### src/rtl/draw_image_ctl.sv
// draw_image_ctl: overlays a ROM image at a frame-latched position onto a VGA stream via a 3-stage pipeline.
module draw_image_ctl #(
  parameter int          IMG_W   = 128,
  parameter int          IMG_H   = 128,
  parameter logic [11:0] KEY_RGB = 12'h0F0
) (
  input  logic        clk,
  input  logic        rst_n,
  input  logic [10:0] hcount_in,
  input  logic [10:0] vcount_in,
  input  logic        hsync_in,
  input  logic        hblnk_in,
  input  logic        vsync_in,
  input  logic        vblnk_in,
  input  logic [11:0] rgb_in,
  input  logic [11:0] xpos,
  input  logic [11:0] ypos,
  input  logic        en,
  output logic [13:0] rom_address,
  input  logic [11:0] rom_rgb,
  output logic [10:0] hcount_out,
  output logic [10:0] vcount_out,
  output logic        hsync_out,
  output logic        hblnk_out,
  output logic        vsync_out,
  output logic        vblnk_out,
  output logic [11:0] rgb_out
);
  logic        r_vb_d;
  logic [11:0] r_x;
  logic [11:0] r_y;
  logic        r_en;
  logic [37:0] r1_t;
  logic [37:0] r2_t;
  logic [25:0] r3_t;
  logic        r1_in;
  logic        r2_in;
  logic [13:0] r_addr;
  logic [11:0] r_rgb;
  logic        w_rise;
  logic [12:0] w_h;
  logic [12:0] w_v;
  logic [12:0] w_x;
  logic [12:0] w_y;
  logic        w_in;
  logic [6:0]  w_col;
  logic [6:0]  w_row;
  logic [13:0] w_addr;
  logic [11:0] w_rgb;

  assign w_rise = vblnk_in & ~r_vb_d;
  // 13-bit compares keep positions near 4095 from wrapping into range
  assign w_h = {2'b0, hcount_in};
  assign w_v = {2'b0, vcount_in};
  assign w_x = {1'b0, r_x};
  assign w_y = {1'b0, r_y};
  assign w_in = r_en & ~hblnk_in & ~vblnk_in
              & (w_h >= w_x) & (w_h < w_x + 13'(IMG_W))
              & (w_v >= w_y) & (w_v < w_y + 13'(IMG_H));
  assign w_col = (hcount_in[6:0] - r_x[6:0]) & 7'(IMG_W - 1);
  assign w_row = (vcount_in[6:0] - r_y[6:0]) & 7'(IMG_H - 1);
  assign w_addr = w_in ? {w_row, w_col} : 14'd0;
  assign w_rgb = (r2_in && rom_rgb != KEY_RGB) ? rom_rgb : r2_t[11:0];

  always_ff @(posedge clk or negedge rst_n)
    if (!rst_n) begin
      r_vb_d <= 1'b0;
      r_x    <= '0;
      r_y    <= '0;
      r_en   <= 1'b0;
      r1_t   <= '0;
      r2_t   <= '0;
      r3_t   <= '0;
      r1_in  <= 1'b0;
      r2_in  <= 1'b0;
      r_addr <= '0;
      r_rgb  <= '0;
    end else begin
      r_vb_d <= vblnk_in;
      if (w_rise) begin
        r_x  <= xpos;
        r_y  <= ypos;
        r_en <= en;
      end
      r1_t   <= {hcount_in, vcount_in, hsync_in, hblnk_in, vsync_in, vblnk_in, rgb_in};
      r1_in  <= w_in;
      r_addr <= w_addr;
      r2_t   <= r1_t;
      r2_in  <= r1_in;
      r3_t   <= r2_t[37:12];
      r_rgb  <= w_rgb;
    end

  assign rom_address = r_addr;
  assign {hcount_out, vcount_out, hsync_out, hblnk_out, vsync_out, vblnk_out} = r3_t;
  assign rgb_out = r_rgb;
endmodule

### config.mk
export PLATFORM = sky130hd
export DESIGN_NAME = draw_image_ctl
export DESIGN_NICKNAME = d
export VERILOG_FILES = /design/src/rtl/draw_image_ctl.sv
export SDC_FILE = /design/constraint.sdc
export NUM_CORES = 1
export LEC_CHECK = 0
export ABC_AREA = 1
export CORE_AREA = 2 2 124 126
export CTS_CLUSTER_DIAMETER = 40
export DETAILED_ROUTE_END_ITERATION = 8
export DIE_AREA = 0 0 126 128
export PLACE_DENSITY = 0.6
export SETUP_SLACK_MARGIN = 0.2
export SLEW_MARGIN = 20
export SYNTH_ARGS = -nofsm -noshare
export SYNTH_HDL_FRONTEND = slang
export SYNTH_SLANG_ARGS = --single-unit
### constraint.sdc
create_clock -name clk -period 2.01 [get_ports clk]
set_input_delay 0.603 -clock clk [delete_from_list [all_inputs] [get_ports clk]]
set_output_delay 0.603 -clock clk [all_outputs]
set_load 0.02 [all_outputs]
# ---- Word level (Yosys, flattened, before mapping)
# Index checks and enable logic that the tools add are counted.
dict set report word_totals {
  register_bits 156
  inputBits 77
  output_inout_bits 52
  elab_cells 33
}
dict set report op_classes {
  addsub 4
  n_lt_le_gt_ge 4
  eq_ne 1
  n_mux 2
  n_bitwise 10
  reduce_logical 1
}
# cell count
set op_table {}
lappend op_table {{12-bit by 8-bit adder with 13-bit output (second input constant)} 2}
lappend op_table {{11-bit by 13-bit < comparator with 1-bit output} 2}
lappend op_table {{11-bit by 12-bit >= comparator with 1-bit output} 2}
lappend op_table {{14-bit two-way mux} 1}
lappend op_table {{7-bit subtractor} 2}
lappend op_table {{12-bit two-way mux} 1}
lappend op_table {{12-bit by 8-bit != test with 1-bit output (second input constant)} 1}
lappend op_table {{1-bit bitwise AND} 7}
lappend op_table {{1-bit NOT} 3}
lappend op_table {{1-bit logical AND} 1}

# ---- Logic depth before layout (Yosys ltp)
# Gate-level depths: netlist (run 1).
dict set report logic_depth {
  word_depth 8
  ltp_mapped 13
  depth_no_buf 12
}

# ---- Worst setup path before layout (run 1)
# OpenSTA, ideal clock, no wires.
dict set report synth_timing {
  path_kind {input port to flip-flop}
  start {input port hcount_in[0]}
  end {register r1_in}
  setup_time_ps 118
  arrival_time_ps 1897
  t_required_ps 1892
  path_slack_ps -5
  stages 13
  path_buffers 1
  cell_sequence {inv_1 ha_1 inv_1 fa_1 nand2_1 nand3_1 nand2_1 nand3_1 nand2_1 nor2_2 nand3_2 buf_6 inv_1}
}
dict set report synth_between {
  elab_chain_len 5
  elab_cells_between_ends 6
  classes_between {order compare: 2; bitwise: 4}
}
# item line
set synth_lines {}
lappend synth_lines {{from (decl)} 9} ;# input logic [10:0] hcount_in,
lappend synth_lines {{11-bit by 12-bit >= comparator with 1-bit output} 58} ;# & (w_h >= w_x) & (w_h < w_x + 13'(IMG_W))
lappend synth_lines {{1-bit bitwise AND} 58}
lappend synth_lines {{1-bit bitwise AND *} 58}
lappend synth_lines {{1-bit bitwise AND * (2 in series)} 59} ;# & (w_v >= w_y) & (w_v < w_y + 13'(IMG_H));
lappend synth_lines {{named net w_in} 45} ;# logic w_in;
lappend synth_lines {{to (signal assigned)} 86} ;# r1_in <= w_in;
lappend synth_lines {{to (decl)} 36} ;# logic r1_in;
# The timed path passes the listed nets; every way through them passes the cells marked *.
# A chain may end at the register's enable or synchronous reset.

# ---- Final worst setup path (run 1)
dict set report layout_timing {
  start {register r_y[7]}
  end {register r_addr[10] (netlist: rom_address[10])}
}
dict set report layout_between {
  elab_chain_len 4
  elab_cells_between_ends 6
  classes_between {add/sub: 1; order compare: 2; mux: 1; bitwise: 2}
}
# item line
set layout_lines {}
lappend layout_lines {{from (decl)} 31} ;# logic [11:0] r_y;
lappend layout_lines {{from (signal assigned)} 82} ;# r_y <= ypos;
lappend layout_lines {{12-bit by 8-bit adder with 13-bit output or 11-bit by 12-bit >= comparator with 1-bit output (tied branches)} 59}
lappend layout_lines {{11-bit by 13-bit < comparator with 1-bit output or 1-bit bitwise AND (tied branches)} 59}
lappend layout_lines {{1-bit bitwise AND *} 59}
lappend layout_lines {{14-bit two-way mux *} 62} ;# assign w_addr = w_in ? {w_row, w_col} : 14'd0;
lappend layout_lines {{named net w_addr[10]} 48} ;# logic [13:0] w_addr;
lappend layout_lines {{to (signal assigned)} 87} ;# r_addr <= w_addr;
lappend layout_lines {{to (decl)} 38} ;# logic [13:0] r_addr;
# Marks and branches as above.

==> flow_summary.ini, run 1 <==
[grt]
gr-total-overflow = 0
use_met2_pct = 26.63
grt_antenna_before_repair = 2
busiest_layer = met2
grt.met1_usage_pct = 19.71
grt_pass1_vias = 4084
grt_util_met3_pct = 4.883
grt_max_degree = 50
track_usage_pct = 16.09
grt_pass1_wl_um = 19870

[drt]
drc_errors = 0
drt-initial-drc-count = 199
vias_per_cell = 4.503
vias = 3922
wl_um = 12190
final_antenna_net_count = 0
drtPass1Iterations = 4
wl_per_cell_um = 14.00

[worst_setup_path]
cp.depth = 13
critical_path.top_delay_family = adder cells
path_cells = ha_1, inv_2, ha_4, inv_2, nor2_2, o21ai_1, nand2_1, nand3_2, nand2_2, nor2_4, nand3_4, buf_12, nor2_4
worstPathArrival_ns = 2.28
crit_path_max_fanout = 7
crit_slowest_cell = dfrtp_1
crit_buf_inv = 3
cp-start-kind = flop
critPathLaunch = r_y[7]
r2r_start = r_y[7]
worstSetupPathType = reg2reg
required_ns = 2.32
cp-endpoint = rom_address[10]
regToRegSetupSlack_ns = 0.03
rr_endpoint = rom_address[10]
r2r_cells = 13
end_kind = flop
slowest_delay_ns = 0.42

[synth]
synthesis.nets = 589
syn-cell-area_um2 = 5688
postSynthAreaPerCell_um2 = 11.90
synth-main-ff-cell = dfrtp_1
synth_cell_type_count = 30
yosysSeqAreaShare_pct = 68.19
synthCells = 478
ys_seq_elements = 155
ys_async_sr_fraction_pct = 100.0
ys_warn_count = 0
synth_edf_count = 0

[clock_tree]
clock_path_buffers = 2
cts.sinks = 155
cts_tree = yes
htreeDepth = 4
cts_root_buffer = clkbuf_16
clkTransAtPathRegs_ns = 0.06
numCtsBuffers = 17
clock_latency_ns = 0.42
cts-hold-fix-buffers = 0

[final_layout]
fillers = 1256
utilization_pct = 57.64
nets = 780
final_area_um2 = 8568
area_growth_syn_to_layout_pct = 50.64
layout-drive-gt1-share_pct = 22.73

[placed_design]
portBuffers = 128
dp_slack_ns = -0.6503
gp_congestion = 0.7909
hpwl_um = 8498
placed_area_um2 = 7592

[floorplanning]
die_area_um2 = 16130
start_util_pct = 38.27
die_y_um = 128
core-area_um2 = 14860
dieWidth_um = 126
ios = 129
std_cell_rows = 45

[power_and_ir_drop]
ir_drop_mv = 0.6403
power.leakage_uw = 0.004190
pwr_density_cell_nw_per_um2 = 943.3
power.total_uw = 8082

[sta]
rsz0062_at_grt = yes
finalHoldViolCount = 0
worst_slew_pin_slew_ns = 0.4842
setup_ws_ns = 0.03342
final_max_slew_viol_count = 0
period_minus_slack_ns = 1.977
finClkSkew_ns = 0.007785
period_share_pct = 98.34
setup_viol = 0
slew_headroom_pct = 67.72
fmax_ghz = 0.5059

[run]
cap_violations = 0

[run_status]
outcome = completed

[worst_hold_path]
hold_path.class = in2async
report_power, final:
group          switching [uW]  leakage (uW)  total, uW  internal [uW]
Clock                    1230      0.000301       3320           2100
Sequential               70.7       0.00183       3370           3300
Combinational             711       0.00206       1390            674
Total                    2010       0.00419       8080           6070
cell families (layout without fill, tap and decap cells):
kind of cell,Yosys count,count (layout),synth area share [%]
AO/OA/AOI/OAI,57,57,5.367
XOR/XNOR,14,14,2.156
adder cells (fa/ha/maj),34,34,7.743
buffers and inverters,73,277,4.971
flip-flops,155,155,68.19
multiplexers,3,3,0.5939
other,0,1,0
AND/OR/NAND/NOR,142,142,10.98
registers in the layout (all words and copies together), names as in the netlist:
register,flops
r1_t,38
r2_t,38
r3_t,26
rom_address,14
r_x,12
r_y,12
rgb_out,12
r1_in,1
r2_in,1
r_en,1
layer usage:
| layer | part of all wire [%] | wire, um |
|---|---|---|
| met5 | 0.090 | 11 |
| met1 | 43 | 5249 |
| met3 | 5.2 | 632 |
| met2 | 50 | 6101 |
| met4 | 1.6 | 196 |
cell usage after synthesis, types with 2 or more instances:
master / number / share of area, %
nand4_1: 8 / 0.88
dfrtp_1: 155 / 68
fa_1: 2 / 0.70
ha_1: 32 / 7.0
inv_1: 65 / 4.3
nand3_1: 14 / 1.2
nand2_1: 59 / 3.9
nor2_1: 43 / 2.8
o21ai_0: 16 / 1.4
and2_1: 2 / 0.22
nor2_2: 10 / 1.1
clkbuf_1: 5 / 0.33
mux2_2: 3 / 0.59
a21oi_1: 34 / 3.0
a21o_1: 3 / 0.40
xnor2_1: 6 / 0.92
xor2_1: 8 / 1.2
cell type report:
| cell class | count | area [um2] | area share [%] |
|---|---|---|---|
| clock buffers | 24 | 491.7 | 5.739 |
| clock inverters | 8 | 132.6 | 1.548 |
| multi-input cells | 250 | 1903 | 22.21 |
| diodes | 1 | 2.502 | 0.02921 |
| flip-flops and latches | 155 | 3880 | 45.28 |
| repair buffers | 180 | 1652 | 19.28 |
| inverters | 65 | 271.5 | 3.169 |
| well taps | 188 | 235.2 | 2.745 |
cell usage in the layout (no fill, tap or decap), types with 3 or more instances in the layout:
cell and instances:
nand2_1 55, nor2_2 5, buf_12 4, inv_1 57, nand3_2 8, nand4_1 8, nand2_2 5, clkinv_4 3
nor2_4 13, dlygate4sd2_1 72, a21o_1 3, o21ai_1 3, buf_4 46, ha_4 17, nor2_1 36, clkbuf_8 4
clkbuf_16 17, inv_2 5, a21oi_1 29, o21ai_0 14, ha_1 15, xnor2_1 6, xor2_1 8, bufinv_16 3
clkdlybuf4s50_1 53, dfrtp_1 154, mux2_2 3, a21oi_2 5, clkbuf_1 3, nand3_1 6
worst min-delay path by stage:
stage	endpoint	from	cells after the start	slack, ns
after floorplan	r1_in	rst_n	0	0.31
after global placement	r2_t[4]	r1_t[4]	0	0.33
after detailed placement	r2_t[11]	r1_t[11]	0	0.33
after CTS	r2_t[17]	rst_n	1	0.13
after global routing	r2_t[16]	rst_n	1	0.15
final	r3_t[5]	rst_n	1	0.13
per-stage QoR:
stage / setup TNS [ns] / hold slack [ns] / instances
after floorplan: 0 / 0.3074 / 478
after global placement: -8.803 / 0.3316 / 827
after detailed placement: -9.428 / 0.3347 / 827
after CTS: 0 / 0.1301 / 867
after global routing: -0.7292 / 0.1478 / 871
final: 0 / 0.1291 / 871
repair_timing:
action,in CTS,in global routing
buffers inserted,7,3
gates resized for setup,117,22
pin swaps,37,11
cloned,1,0
setup endpoints to repair,67,15
Note: power is estimated with default switching activity, not from simulation.
==> run 2, diff against run 1 <==
Settings changed: CTS_BUF_LIST set to sky130_fd_sc_hd__clkbuf_8.
==> flow_summary.ini, run 2 (synthesized netlist as in run 1, its figures left out) <==
[run_status]
outcome = completed

[worst_setup_path]
slowest_delay_ns = 0.42
cp-start-kind = flop
worstPathArrival_ns = 2.34
path_cells = ha_1, inv_2, ha_4, inv_2, nor2_2, o21ai_1, nand2_1, nand3_2, nand2_2, nor2_4, nand3_4, buf_16, nor2_2
end_kind = flop
crit_buf_inv = 3
critical_path.top_delay_family = simple AND/OR/NAND/NOR gates
required_ns = 2.40
worstSetupPathType = reg2reg
crit_path_max_fanout = 7
crit_slowest_cell = dfrtp_1

[sta]
slew_headroom_pct = 67.91
setup_ws_ns = 0.05471
rsz0062_at_grt = yes
setup_viol = 0
final_max_slew_viol_count = 0
period_minus_slack_ns = 1.955
finalHoldViolCount = 0
tns_ns = 0
finClkSkew_ns = 0.006876
period_share_pct = 97.28
worst_slew_pin_slew_ns = 0.4814
fmax_ghz = 0.5114

[clock_tree]
clock_latency_ns = 0.45
clock_path_buffers = 2
htreeDepth = 4
cts_tree = yes
numCtsBuffers = 17
cts-hold-fix-buffers = 0
clkTransAtPathRegs_ns = 0.08
cts.sinks = 155
cts_root_buffer = clkbuf_8

[floorplanning]
die_area_um2 = 16130
std_cell_rows = 45
dieWidth_um = 126
start_util_pct = 38.27
ios = 129
core-area_um2 = 14860
die_y_um = 128

[grt]
grt_pass1_vias = 4022
grt_pass1_wl_um = 19360
grt_max_degree = 50
gr-total-overflow = 0
track_usage_pct = 15.65
grt_antenna_before_repair = 2

[final_layout]
layout-drive-gt1-share_pct = 22.94
area_growth_syn_to_layout_pct = 48.59
fillers = 1272
final_cell_mix = 154 x dfrtp_1, 59 x inv_1, 55 x nand2_1, 55 x dlygate4sd2_1, 53 x clkdlybuf4s50_1
ff_latch_area_um2 = 3880
reg_top3 = r1_t (38), r2_t (38), r3_t (26)
nets = 778
final_common_cell = dfrtp_1
utilization_pct = 56.86
multiInputGateArea_um2 = 1922

[placed_design]
hpwl_um = 8498
gp_congestion = 0.7909
dp_slack_ns = -0.6503
portBuffers = 128

[run]
cap_violations = 0

[power_and_ir_drop]
switchingPower_uw = 1878
p_comb_share_pct = 19.1
p_sw_share_pct = 26.06
clockPowerShare_pct = 34.3
pwr_density_cell_nw_per_um2 = 852.7
power_frac_seq_pct = 46.7
power.leakage_uw = 0.004163
p_int_uw = 5329
ir_drop_mv = 0.4225

[drt]
wl_per_cell_um = 13.44
vias = 3839
drc_errors = 0
drt-initial-drc-count = 134
vias_per_cell = 4.413
drtPass1Iterations = 4
wl_um = 11700
final_antenna_net_count = 0

[worst_hold_path]
hold_path.class = in2async
==> run 2: cell types whose count changed in the layout (fill, tap and decap cells not counted), sizes merged <==
cell / before / now
dlygate4sd2: 72 / 55
dlymetal6s2s: 0 / 10
clkdlybuf4s15: 1 / 9
buf: 54 / 51
clkbuf: 24 / 21
inv: 66 / 68
clkinv: 3 / 4
diode: 1 / 2
==> run 2: cell type report <==
class / instances / area share [%]
Sequential cell: 155 / 45.91
Multi-Input combinational cell: 250 / 22.74
Timing Repair Buffer: 178 / 20.12
Clock buffer: 21 / 3.420
Inverter: 65 / 3.272
Tap cell: 188 / 2.783
Clock inverter: 11 / 1.702
Antenna cell: 2 / 0.05922
==> run 2: worst paths after layout <==
path                       slack, ns  cells past startpoint     start             end
min in group clk                0.35                      0  r2_t[31]        r3_t[19]
max in group asynchronous       1.36                      2     rst_n        r3_t[18]
setup / recovery                0.05                     13    r_y[7]  rom_address[3]
hold reg to reg                 0.35                      0  r2_t[31]        r3_t[19]
hold / removal                   0.1                      1     rst_n        r2_t[17]
setup reg to reg                0.05                     13    r_y[7]  rom_address[3]
==> run 2: metal layers <==
layer  routed length (um)  up-vias  global-route usage (%)
li1                     -     1889                       -
met1                 5151     1837                   19.37
met2                 5732       97                   25.59
met3                  610       16                   4.508
met4                  201        0                   7.175
met5                    0        -                       0
==> run 2: power by group through the flow <==
stage | clock [uW] | combinational, uW | sequential [uW]
floorplan | 0 | 581 | 3460
global placement | 0 | 1180 | 3420
finish | 2470 | 1370 | 3370
detailed placement | 0 | 1210 | 3430
global route | 2690 | 1540 | 3390
CTS | 2540 | 1300 | 3360
==> run 2: what timing repair did <==
action	CTS	global route
gates resized for setup	103	47
pin swaps	26	26
setup buffers	5	3
cloned	1	0
setup endpoints to repair	67	19
endpoints found under the hold margin	0	0
==> run 2: metrics by stage <==
stage                     hold WS (ns)  cell area [um2]  instances  total power, uW
after floorplan                 0.3074             5759        478             4044
after global placement          0.3316             7592        827             4602
after detailed placement        0.3347             7592        827             4636
after CTS                      0.07813             8227        865             7210
after global routing            0.1025             8449        869             7612
final                          0.09897             8452        870             7207
==> run 3, diff against run 2 <==
Settings changed: GPL_TIMING_DRIVEN set to 0.
==> flow_summary.ini, run 3 (synthesized netlist as in run 1, its figures left out) <==
[placed_design]
dp.cells = 795
gp_congestion = 0.7772
portBuffers = 128
hpwl_um = 8097

[clock_tree]
clock_latency_ns = 0.45
htreeDepth = 4
cts_root_buffer = clkbuf_8
clock_path_buffers = 2
numCtsBuffers = 17
cts_tree = yes
cts.sinks = 155
clkTransAtPathRegs_ns = 0.09

[worst_setup_path]
worstPathArrival_ns = 2.36
crit_slowest_cell = dfrtp_2
crit_path_max_fanout = 5
r2r_cells = 13
slowest_delay_ns = 0.46
cp-start-kind = flop
critPathLaunch = r_y[7]
path_cells = ha_4, inv_2, ha_4, inv_4, nor2_4, o21ai_1, nand2_1, nand3_1, nand2_2, nor2_4, nand3_4, buf_12, nor2_2
worstSetupPathType = reg2reg
cp-endpoint = rom_address[4]
end_kind = flop
r2r_start = r_y[7]
regToRegSetupSlack_ns = 0.03
rr_endpoint = rom_address[4]
required_ns = 2.39

[final_layout]
layout-drive-gt1-share_pct = 18.18
multiInputGateArea_um2 = 1879
final_common_cell = dfrtp_1
area_growth_syn_to_layout_pct = 41.75
final_cell_mix = 153 x dfrtp_1, 72 x dlygate4sd2_1, 57 x inv_1
layout.cells.non_filler = 838
nets = 747
ff_latch_area_um2 = 3881
reg_top3 = r1_t (38), r2_t (38), r3_t (26)
fillers = 1332

[drt]
drt-initial-drc-count = 201
vias = 3681
drc_errors = 0
wl_met3_um = 582
final_antenna_net_count = 0
top_layer = met5
wl_met1_um = 4996
wl_per_cell_um = 13.72
wl_met2_um = 5744
drtPass1Iterations = 4
vias_per_cell = 4.393
wl_um = 11500

[floorplanning]
die_area_um2 = 16130
dieWidth_um = 126
core-area_um2 = 14860
std_cell_rows = 45
die_y_um = 128
start_util_pct = 38.27
ios = 129

[grt]
track_usage_pct = 14.97
grt_pass1_vias = 3796
grt_pass1_wl_um = 18630
gr-total-overflow = 0
grt_max_degree = 81
grt_antenna_before_repair = 2

[sta]
fmax_ghz = 0.5038
setup_viol = 0
period_share_pct = 98.75
finClkSkew_ns = 0.009037
rsz0062_at_grt = yes
finalHoldViolCount = 0
period_minus_slack_ns = 1.985
worst_slew_pin_slew_ns = 0.5907
final_max_slew_viol_count = 0
whs_ns = 0.1458
slew_headroom_pct = 60.62

[power_and_ir_drop]
power.leakage_uw = 0.003906
pwr_density_cell_nw_per_um2 = 865.8
ir_drop_mv = 0.4083

[run]
cap_violations = 0

[run_status]
outcome = completed

[worst_hold_path]
hold_path.class = in2async
run 3: cell types whose count changed in the layout (fill, tap and decap cells not counted), moves of 4 or more:
cell | previous run | this run
dlygate4sd2_1 | 55 | 72
dlymetal6s2s_1 | 10 | 0
clkdlybuf4s15_1 | 8 | 0
buf_4 | 41 | 7
clkbuf_2 | 0 | 4
run 3: where the power goes:
| part | internal (uW) | total (uW) | switching (uW) |
|---|---|---|---|
| Combinational | 580 | 1240 | 664 |
| Clock | 1160 | 2370 | 1210 |
| Sequential | 3290 | 3370 | 70.5 |
run 3: how the worst min path moves through the flow:
stage               startpoint    endpoint  slack (ns)  depth (start not counted)
CTS                      rst_n  rgb_out[9]        0.14                          1
finish                   rst_n    r2_t[17]        0.15                          1
global route             rst_n     r3_t[7]        0.16                          1
detailed placement    r1_t[25]    r2_t[25]        0.33                          0
global placement      r1_t[14]    r2_t[14]        0.33                          0
floorplan                rst_n       r1_in        0.31                          0
run 3: critical path, delay by kind of cell, from the launching register on:
kind	cells	cell delay, ns
DFF	1	0.46
AOI/OAI and AO/OA	1	0.07
buffers and inverters	3	0.27
adders and majority gates	2	0.50
and+or+nand+nor	7	0.63
run 3: what timing repair did:
item,CTS,global route
cloned,1,0
hold buffers,0,0
endpoints found under the setup margin,99,36
setup buffers,6,3
resized for setup,112,29
pin swaps,11,13
run 3: final cells by class:
class                      count  area share (%)
clock buffer                  18           3.073
clock inverter                14           2.002
timing repair buffer         139           16.48
tap                          188           2.917
inverter                      65           3.399
buffer                         8          0.6518
sequential                   155           48.14
multi-input combinational    250           23.31
antenna                        1         0.03104
run 3: metal layers:
metal  global-route usage [%]  up-vias
li1                         -     1825
met1                    18.79     1744
met2                    24.51       96
met3                    4.299       14
met4                    6.206        2
met5                        0        -
run 3: stage by stage:
step / utilization [%] / cell area [um2] / total power, uW / setup WS (ns) / setup TNS (ns)
after floorplan: - / 5759 / 4044 / 0.06806 / 0
after global placement: 48.95 / 7276 / 4475 / -5.583 / -884.40
after detailed placement: 49.17 / 7308 / 4508 / -0.7937 / -23.53
after CTS: 53.27 / 7918 / 6997 / 0.01206 / 0
after global routing: 54.24 / 8063 / 7382 / -0.09166 / -0.7535
final: 54.24 / 8063 / 6980 / 0.02504 / 0
